## src/rtl/orbit_wr_arbiter_pkg.sv

```systemverilog
// Shared definitions for the orbit write-port arbiter: FSM state encoding,
// default orbit word/address widths and the burst counter width.
package orbit_wr_arbiter_pkg;

    typedef enum logic [1:0] {
        ST_IDLE    = 2'd0,
        ST_GRANT   = 2'd1,
        ST_RELEASE = 2'd2
    } arb_state_e;

    localparam int DEFAULT_DW = 12;
    localparam int DEFAULT_AW = 10;
    localparam int CNT_W      = 16;

endpackage

```

## src/rtl/orbit_wr_arbiter_if.sv

```systemverilog
// Bus between the packers and the arbiter / group distributor write port.
//
// Handshake: a packer raises iReq[i] and holds it for its whole burst. It may
// only drive iWren[i] while oGnt[i] is high; the burst ends when the packer
// drops iReq[i] (or the watchdog cuts it). Writes from a packer that does not
// own the port are dropped and flagged on oCollision. oGnt is one-hot or zero.
interface orbit_wr_arbiter_if
    import orbit_wr_arbiter_pkg::*;
#(
    parameter int N_REQ = 4,
    parameter int DW    = DEFAULT_DW,
    parameter int AW    = DEFAULT_AW
);
    logic [N_REQ-1:0]    iReq;
    logic [N_REQ*DW-1:0] iData;
    logic [N_REQ*AW-1:0] iAddr;
    logic [N_REQ-1:0]    iWren;
    logic                iBusy;
    logic [N_REQ-1:0]    oGnt;
    logic [DW-1:0]       oData;
    logic [AW-1:0]       oAddr;
    logic                oWren;
    logic                oBusy;
    logic                oTimeout;
    logic                oCollision;

    // Packer / LCB side
    modport master (
        output iReq, iData, iAddr, iWren, iBusy,
        input  oGnt, oData, oAddr, oWren, oBusy, oTimeout, oCollision
    );

    // Arbiter side
    modport slave (
        input  iReq, iData, iAddr, iWren, iBusy,
        output oGnt, oData, oAddr, oWren, oBusy, oTimeout, oCollision
    );
endinterface

```

## src/rtl/orbit_wr_arbiter_rr_pick.sv

```systemverilog
// Combinational round-robin priority picker: returns the first set bit of
// eligible scanning upward from (last+1) mod N_REQ, with wrap.
module rr_pick
    import orbit_wr_arbiter_pkg::*;
#(
    parameter int N_REQ = 4,
    parameter int IW    = $clog2(N_REQ)
) (
    input  logic [N_REQ-1:0] eligible,
    input  logic [IW-1:0]    last,
    output logic [N_REQ-1:0] pick,
    output logic [IW-1:0]    idx,
    output logic             valid
);

    // Scan candidates last+1 .. last+N_REQ (mod N_REQ); first hit wins
    always_comb begin
        int            cand;
        logic [IW-1:0] cand_idx;
        cand     = 0;
        cand_idx = '0;
        pick     = '0;
        idx      = '0;
        valid    = 1'b0;
        for (int off = 1; off <= N_REQ; off++) begin
            cand = int'(last) + off;
            if (cand >= N_REQ) begin
                cand = cand - N_REQ;
            end
            cand_idx = cand[IW-1:0];
            if (!valid && eligible[cand_idx]) begin
                valid          = 1'b1;
                idx            = cand_idx;
                pick[cand_idx] = 1'b1;
            end
        end
    end

endmodule

```

## src/rtl/orbit_wr_arbiter.sv

```systemverilog
// Round-robin arbiter for the group-distributor write port. Grants one packer
// per burst while the LCBs are idle, forwards the owner's writes through a
// registered mux, cuts over-long bursts and flags writes from non-owners.
module orbit_wr_arbiter
    import orbit_wr_arbiter_pkg::*;
#(
    parameter int N_REQ   = 4,
    parameter int DW      = DEFAULT_DW,
    parameter int AW      = DEFAULT_AW,
    parameter int TIMEOUT = 1024
) (
    input  logic               clk,
    input  logic               reset,
    orbit_wr_arbiter_if.slave  bus,
    output arb_state_e         dbg_state
);

    localparam int                IW        = $clog2(N_REQ);
    localparam logic [CNT_W-1:0]  TIMEOUT_C = CNT_W'(TIMEOUT);
    localparam logic [IW-1:0]     LAST_RST  = IW'(N_REQ - 1);

    arb_state_e       state_q, state_d;
    logic [IW-1:0]    owner_q, owner_d;
    logic [IW-1:0]    last_q, last_d;
    logic [CNT_W-1:0] cnt_q, cnt_d;
    logic [N_REQ-1:0] mask_q, mask_d;
    logic [N_REQ-1:0] gnt_q, gnt_d;
    logic [DW-1:0]    data_q, data_d;
    logic [AW-1:0]    addr_q, addr_d;
    logic             wren_q, wren_d;
    logic             busy_q, busy_d;
    logic             timeout_q, timeout_d;
    logic             collision_q, collision_d;

    logic [N_REQ-1:0] eligible;
    logic [N_REQ-1:0] pick_oh;
    logic [IW-1:0]    pick_idx;
    logic             pick_valid;

    assign eligible = bus.iReq & ~mask_q;

    rr_pick #(
        .N_REQ (N_REQ),
        .IW    (IW)
    ) u_pick (
        .eligible (eligible),
        .last     (last_q),
        .pick     (pick_oh),
        .idx      (pick_idx),
        .valid    (pick_valid)
    );

    // Next-state logic: FSM, burst watchdog, mask, write mux and sticky flags
    always_comb begin
        logic [N_REQ-1:0] own_bit;
        state_d     = state_q;
        owner_d     = owner_q;
        last_d      = last_q;
        cnt_d       = cnt_q;
        gnt_d       = gnt_q;
        data_d      = data_q;
        addr_d      = addr_q;
        wren_d      = 1'b0;
        timeout_d   = timeout_q;
        own_bit     = '0;
        // A packer that drops its request is forgiven for an earlier timeout
        mask_d      = mask_q & bus.iReq;

        if (state_q == ST_GRANT) begin
            own_bit[owner_q] = 1'b1;
        end
        collision_d = collision_q | (|(bus.iWren & ~own_bit));

        case (state_q)
            ST_IDLE: begin
                if (pick_valid && !bus.iBusy) begin
                    state_d = ST_GRANT;
                    owner_d = pick_idx;
                    last_d  = pick_idx;
                    gnt_d   = pick_oh;
                    cnt_d   = CNT_W'(1);
                end
            end
            ST_GRANT: begin
                // The owner's last write is forwarded even as iReq falls
                if (bus.iWren[owner_q]) begin
                    wren_d = 1'b1;
                    data_d = bus.iData[int'(owner_q)*DW +: DW];
                    addr_d = bus.iAddr[int'(owner_q)*AW +: AW];
                end
                if (!bus.iReq[owner_q]) begin
                    state_d = ST_RELEASE;
                    gnt_d   = '0;
                    cnt_d   = '0;
                end else if (cnt_q == TIMEOUT_C) begin
                    state_d          = ST_RELEASE;
                    gnt_d            = '0;
                    cnt_d            = '0;
                    timeout_d        = 1'b1;
                    mask_d[owner_q]  = 1'b1;
                end else begin
                    cnt_d = cnt_q + CNT_W'(1);
                end
            end
            ST_RELEASE: begin
                state_d = ST_IDLE;
                gnt_d   = '0;
                cnt_d   = '0;
            end
            default: begin
                state_d = ST_IDLE;
                gnt_d   = '0;
                cnt_d   = '0;
            end
        endcase

        busy_d = (state_d != ST_IDLE);
    end

    // State and registered outputs; async active-low reset
    always_ff @(posedge clk or negedge reset) begin
        if (!reset) begin
            state_q     <= ST_IDLE;
            owner_q     <= '0;
            last_q      <= LAST_RST;
            cnt_q       <= '0;
            mask_q      <= '0;
            gnt_q       <= '0;
            data_q      <= '0;
            addr_q      <= '0;
            wren_q      <= 1'b0;
            busy_q      <= 1'b0;
            timeout_q   <= 1'b0;
            collision_q <= 1'b0;
        end else begin
            state_q     <= state_d;
            owner_q     <= owner_d;
            last_q      <= last_d;
            cnt_q       <= cnt_d;
            mask_q      <= mask_d;
            gnt_q       <= gnt_d;
            data_q      <= data_d;
            addr_q      <= addr_d;
            wren_q      <= wren_d;
            busy_q      <= busy_d;
            timeout_q   <= timeout_d;
            collision_q <= collision_d;
        end
    end

    assign bus.oGnt       = gnt_q;
    assign bus.oData      = data_q;
    assign bus.oAddr      = addr_q;
    assign bus.oWren      = wren_q;
    assign bus.oBusy      = busy_q;
    assign bus.oTimeout   = timeout_q;
    assign bus.oCollision = collision_q;
    assign dbg_state      = state_q;

endmodule

```

## src/flat_wrapper.sv

```systemverilog
// flat-port wrapper written by rule: the top's interface ports become plain ports
module orbit_wr_arbiter_flat import orbit_wr_arbiter_pkg::*;
#(
    parameter int N_REQ   = 4,
    parameter int DW      = DEFAULT_DW,
    parameter int AW      = DEFAULT_AW,
    parameter int TIMEOUT = 1024
)
  (clk, reset, dbg_state, bus_iReq, bus_iData, bus_iAddr, bus_iWren, bus_iBusy, bus_oGnt, bus_oData, bus_oAddr, bus_oWren, bus_oBusy, bus_oTimeout, bus_oCollision);
  orbit_wr_arbiter_if #(.N_REQ(N_REQ), .DW(DW), .AW(AW)) bus_i ();
  input  logic clk;
  input  logic reset;
  output arb_state_e dbg_state;
  input wire logic [$bits(bus_i.iReq)-1:0] bus_iReq;
  input wire logic [$bits(bus_i.iData)-1:0] bus_iData;
  input wire logic [$bits(bus_i.iAddr)-1:0] bus_iAddr;
  input wire logic [$bits(bus_i.iWren)-1:0] bus_iWren;
  input wire logic [$bits(bus_i.iBusy)-1:0] bus_iBusy;
  output wire logic [$bits(bus_i.oGnt)-1:0] bus_oGnt;
  output wire logic [$bits(bus_i.oData)-1:0] bus_oData;
  output wire logic [$bits(bus_i.oAddr)-1:0] bus_oAddr;
  output wire logic [$bits(bus_i.oWren)-1:0] bus_oWren;
  output wire logic [$bits(bus_i.oBusy)-1:0] bus_oBusy;
  output wire logic [$bits(bus_i.oTimeout)-1:0] bus_oTimeout;
  output wire logic [$bits(bus_i.oCollision)-1:0] bus_oCollision;
  assign bus_i.iReq = bus_iReq;
  assign bus_i.iData = bus_iData;
  assign bus_i.iAddr = bus_iAddr;
  assign bus_i.iWren = bus_iWren;
  assign bus_i.iBusy = bus_iBusy;
  assign bus_oGnt = bus_i.oGnt;
  assign bus_oData = bus_i.oData;
  assign bus_oAddr = bus_i.oAddr;
  assign bus_oWren = bus_i.oWren;
  assign bus_oBusy = bus_i.oBusy;
  assign bus_oTimeout = bus_i.oTimeout;
  assign bus_oCollision = bus_i.oCollision;
  orbit_wr_arbiter #(.N_REQ(N_REQ), .DW(DW), .AW(AW), .TIMEOUT(TIMEOUT)) u_core (.clk(clk), .reset(reset), .bus(bus_i), .dbg_state(dbg_state));
endmodule
```

## config.mk

```make
export PLATFORM = sky130hd
export DESIGN_NAME = orbit_wr_arbiter_flat
export DESIGN_NICKNAME = d
export VERILOG_FILES = /design/src/rtl/orbit_wr_arbiter_pkg.sv /design/src/rtl/orbit_wr_arbiter_if.sv /design/src/rtl/orbit_wr_arbiter_rr_pick.sv /design/src/rtl/orbit_wr_arbiter.sv /design/src/flat_wrapper.sv
export SDC_FILE = /design/constraint.sdc
export NUM_CORES = 1
export LEC_CHECK = 0
export BUFFER_PORTS_ARGS = -buffer_cell sky130_fd_sc_hd__buf_2
export CAP_MARGIN = 20
export CORE_MARGIN = 5
export CORE_UTILIZATION = 45
export DETAILED_ROUTE_END_ITERATION = 16
export GPL_TIMING_DRIVEN = 0
export HOLD_SLACK_MARGIN = 0.05
export PLACE_DENSITY = 0.71
export REMOVE_ABC_BUFFERS = 1
export SETUP_SLACK_MARGIN = 0.1
export SYNTH_ARGS = -nofsm -noshare
export SYNTH_HDL_FRONTEND = slang
export SYNTH_SLANG_ARGS = --single-unit
```

## constraint.sdc

```tcl
create_clock -name clk -period 2.5 [get_ports clk]
set_clock_uncertainty 0.1 [all_clocks]
set_input_delay 0.5 -clock clk [delete_from_list [all_inputs] [get_ports clk]]
set_output_delay 0.5 -clock clk [all_outputs]
set_load 0.02 [all_outputs]
```

==> results.sh <==
export IMPL_status="finished clean"
export IMPL_power_leakage_nw=2.018
export IMPL_fin_area_um2=4433
export IMPL_first_iter_violations=137
export IMPL_maxCapViolations=0
export IMPL_hp_class="primary input to async pin"
export IMPL_die_y_um=97.98
export IMPL_tightest_slew_ns=0.8592
export IMPL_gp_congestion=0.8725
export IMPL_rsz0062_at_grt="true"
export IMPL_power_internal_mw=2.669
export IMPL_clkSinkCount=56
export IMPL_grt_max_degree=32
export IMPL_p_clk_share_pct=11.0
export IMPL_avgRoutedWirePerCell_um=17.46
export IMPL_io_buffers=130
export IMPL_core_area_um2=7647
export IMPL_htreeDepth=2
export IMPL_syn_area_um2=3483
export IMPL_overflow=0
export IMPL_grt_pass1_wl_um=15670
export IMPL_power_frac_comb_pct=57.3
export IMPL_min_period_over_period_pct=90.78
export IMPL_fin_crit_ns=2.270
export IMPL_place_area_um2=4228
export IMPL_cts_tree="built"
export IMPL_p_sw_mw=1.976
export IMPL_crit_chain="buf_4 -> mux4_2 -> or2_1 -> nor2_2 -> a22oi_1 -> o211ai_1"
export IMPL_cp_slowest_cell="dfstp_4"
export IMPL_fill_cells=680
export IMPL_path_delay_family="flip-flops"
export IMPL_drt_met1_wl_um=3917
export IMPL_vdd_drop_max_mv=0.5796
export IMPL_synth_cell_type_count=50
export IMPL_ant_nets=0
export IMPL_syn_area_per_cell_um2=11.35
export IMPL_clk_pin_slew_ns=0.10
export IMPL_clk_latency_ns=0.31
export IMPL_worst_setup_path_start_kind="flip-flop"
export IMPL_crit_buf_inv=1
export IMPL_yosysSeqAreaShare_pct=40.30
export IMPL_clock_fmax_mhz=440.6
export IMPL_seq_power_share_pct=31.8
export IMPL_nNetsFinal=547
export IMPL_fin_ws_ns=0.2304
export IMPL_wl_met2_um=4774
export IMPL_maxSlewHeadroom_pct=42.41
export IMPL_p_per_area_nw_per_um2=1048
export IMPL_cts_made_buffers=5
export IMPL_rows=32
export IMPL_pre_cts_slack_ns=-0.4922
export IMPL_highest_layer="met4"
export IMPL_endpoint_kind="flip-flop"
export IMPL_max_stage_delay_ns=0.65
export IMPL_drt_wl_total_um=9462
export IMPL_drive_above_1_share_pct=49.20
export IMPL_finalHoldViolCount=0
export IMPL_critPathKind="flip-flop to flip-flop"
export IMPL_synthToLayoutAreaGrowth_pct=27.26
export IMPL_ys_ff_latch=56
export IMPL_setup_violations=0
export IMPL_async_flop_share_pct=100.0
export IMPL_dieArea_um2=9600
export IMPL_root_buffer="clkbuf_8"
export IMPL_die_w_um=97.98
export IMPL_drv_slew=0
export IMPL_sw_frac_of_total_pct=42.53
export IMPL_via_count=3060
export IMPL_grt_usage_pct=19.72
export IMPL_ys_warn_count=0
export IMPL_dp_hpwl_um=6958
export IMPL_cp_max_fo=12
export IMPL_synth_flop_cell="dfrtp_1"
export IMPL_crit_required_ns=2.63
export IMPL_clock_path_buffers=2
export IMPL_synthCells=307
export IMPL_initial_utilization_pct=45.55
export IMPL_drc=0
export IMPL_wl_met3_um=653
export IMPL_viasPerCell=5.646
export IMPL_cp_arrival_ns=2.40
export IMPL_grt_pass1_vias=3105
export IMPL_synth_edff_count=0
export IMPL_drt_pass1_iterations=4
export IMPL_antenna_found_initial=1
export IMPL_io_pins=131
==> sequential cells by signal (all words and copies together), names as in the netlist, 2 cells and up <==
register          flops
u_core.cnt_q         16
u_core.bus.oData     12
u_core.bus.oAddr     10
u_core.bus.oGnt       4
u_core.mask_q         4
u_core.dbg_state      2
u_core.last_q         2
u_core.owner_q        2
==> power groups by stage <==
stage          Combinational (mW)  Clock [mW]  Sequential [mW]
2_1_floorplan                1.34           0             1.85
3_3_place_gp                 2.24           0             1.63
3_5_place_dp                 2.37           0             1.60
4_1_cts                      2.62       0.526             1.48
5_1_grt                      2.88       0.565             1.53
6_report                     2.66       0.509             1.48
==> routing by layer <==
layer | up-vias | global-route usage, %
li1 | 1427 | -
met5 | - | 0
met4 | 0 | 4.899
met2 | 118 | 32.51
met1 | 1506 | 26.74
met3 | 9 | 4.143
==> cell type report <==
class	count	area (um^2)	share of cell area, %
diodes	1	2.502	0.05645
clock buffers	5	68.82	1.552
clock inverters	3	23.77	0.5363
inverters	6	25.02	0.5645
multi-input cells	230	2002	45.16
flip-flops and latches	56	1413	31.87
well taps	102	127.6	2.879
repair buffers	139	770.7	17.39
==> synthesized netlist by cell type, types with 4 or more instances <==
cell	number	area share, %
dfrtp_1	54	39
o31ai_1	8	1.7
buf_2	7	1.0
nand3_1	14	2.0
mux4_2	27	17
o21ai_0	21	3.0
nor2_1	16	1.7
inv_1	5	0.54
ha_1	10	3.6
o21ai_1	6	0.86
a21oi_1	12	1.7
mux2_2	23	7.4
clkbuf_1	4	0.43
a22oi_1	4	0.86
nand2_1	34	3.7
nor3_1	6	0.86
==> placed cells by master, fill, tap and decap left out, drive strengths merged, types with 2 or more instances in the layout <==
cell	instances
o41ai	2
a21oi	12
o21ai	27
clkbuf	5
nor3b	2
nor2b	2
nand2b	7
dfstp	2
o211ai	2
a31oi	3
nor3	6
inv	6
buf	139
dfrtp	54
a22o	3
mux4	27
nand3	16
and2	2
ha	10
and2b	3
o31ai	8
nor4	3
a22oi	4
clkinvlp	2
mux2	23
nand2	35
a222oi	2
nor2	17
and3	3
==> repair_timing <==
| item | CTS | global route |
|---|---|---|
| gates resized for setup | 5 | 2 |
| hold buffers | 0 | 0 |
| endpoints found under the setup margin | 33 | 26 |
| pin swaps | 2 | 2 |
| buffers inserted | 5 | 2 |
| gates cloned | 1 | 0 |
==> path summary, 6_finish.rpt <==
| path | from | endpoint | slack [ns] | cells past startpoint |
|---|---|---|---|---|
| min | reset | u_core.bus.oData[3]$_DFFE_PN0P_ | 0.08 | 1 |
| min reg2reg | u_core.bus.oTimeout$_DFFE_PN0P_ | u_core.bus.oTimeout$_DFFE_PN0P_ | 0.37 | 1 |
| max reg2reg | u_core.last_q[0]$_DFFE_PN1P_ | u_core.bus.oGnt[1]$_DFFE_PN0P_ | 0.23 | 6 |
| max in group asynchronous | reset | u_core.last_q[1]$_DFFE_PN1P_ | 1.58 | 2 |
| max | u_core.last_q[0]$_DFFE_PN1P_ | u_core.bus.oGnt[1]$_DFFE_PN0P_ | 0.23 | 6 |
| min in group clk | bus_iWren[3] | u_core.bus.oCollision$_DFF_PN0_ | 0.32 | 3 |
==> cell families (layout without fill, tap and decap cells) <==
family | count (synthesis) | count (layout) | synth area share, %
compound gates | 69 | 69 | 12.75
other cells | 0 | 1 | 0
fa+ha+maj | 10 | 10 | 3.592
mux | 50 | 50 | 24.89
xor+xnor | 1 | 1 | 0.2515
flops | 56 | 56 | 40.30
simple gates | 99 | 100 | 14.98
buf+inv | 22 | 153 | 3.233
==> metrics by stage <==
stage | power (mW) | setup TNS (ns) | utilization, % | hold WS (ns) | instances
4_1_cts | 4.626 | 0 | 57.54 | 0.1037 | 539
3_5_place_dp | 3.965 | -11.28 | 55.28 | 0.3479 | 525
6_report | 4.645 | 0 | 57.97 | 0.08279 | 542
2_1_floorplan | 3.192 | -10.54 | - | 0.1044 | 291
5_1_grt | 4.977 | 0 | 57.97 | 0.1259 | 542
3_3_place_gp | 3.865 | -32.44 | 54.58 | 0.3502 | 523
==> worst register-to-register path, stage by stage, from the launching register on <==
cell	delay (ns)
dfstp_4	0.65
buf_4	0.20
mux4_2	0.60
or2_1	0.27
nor2_2	0.13
a22oi_1	0.09
o211ai_1	0.14
Note: power is estimated with default switching activity, not from simulation.
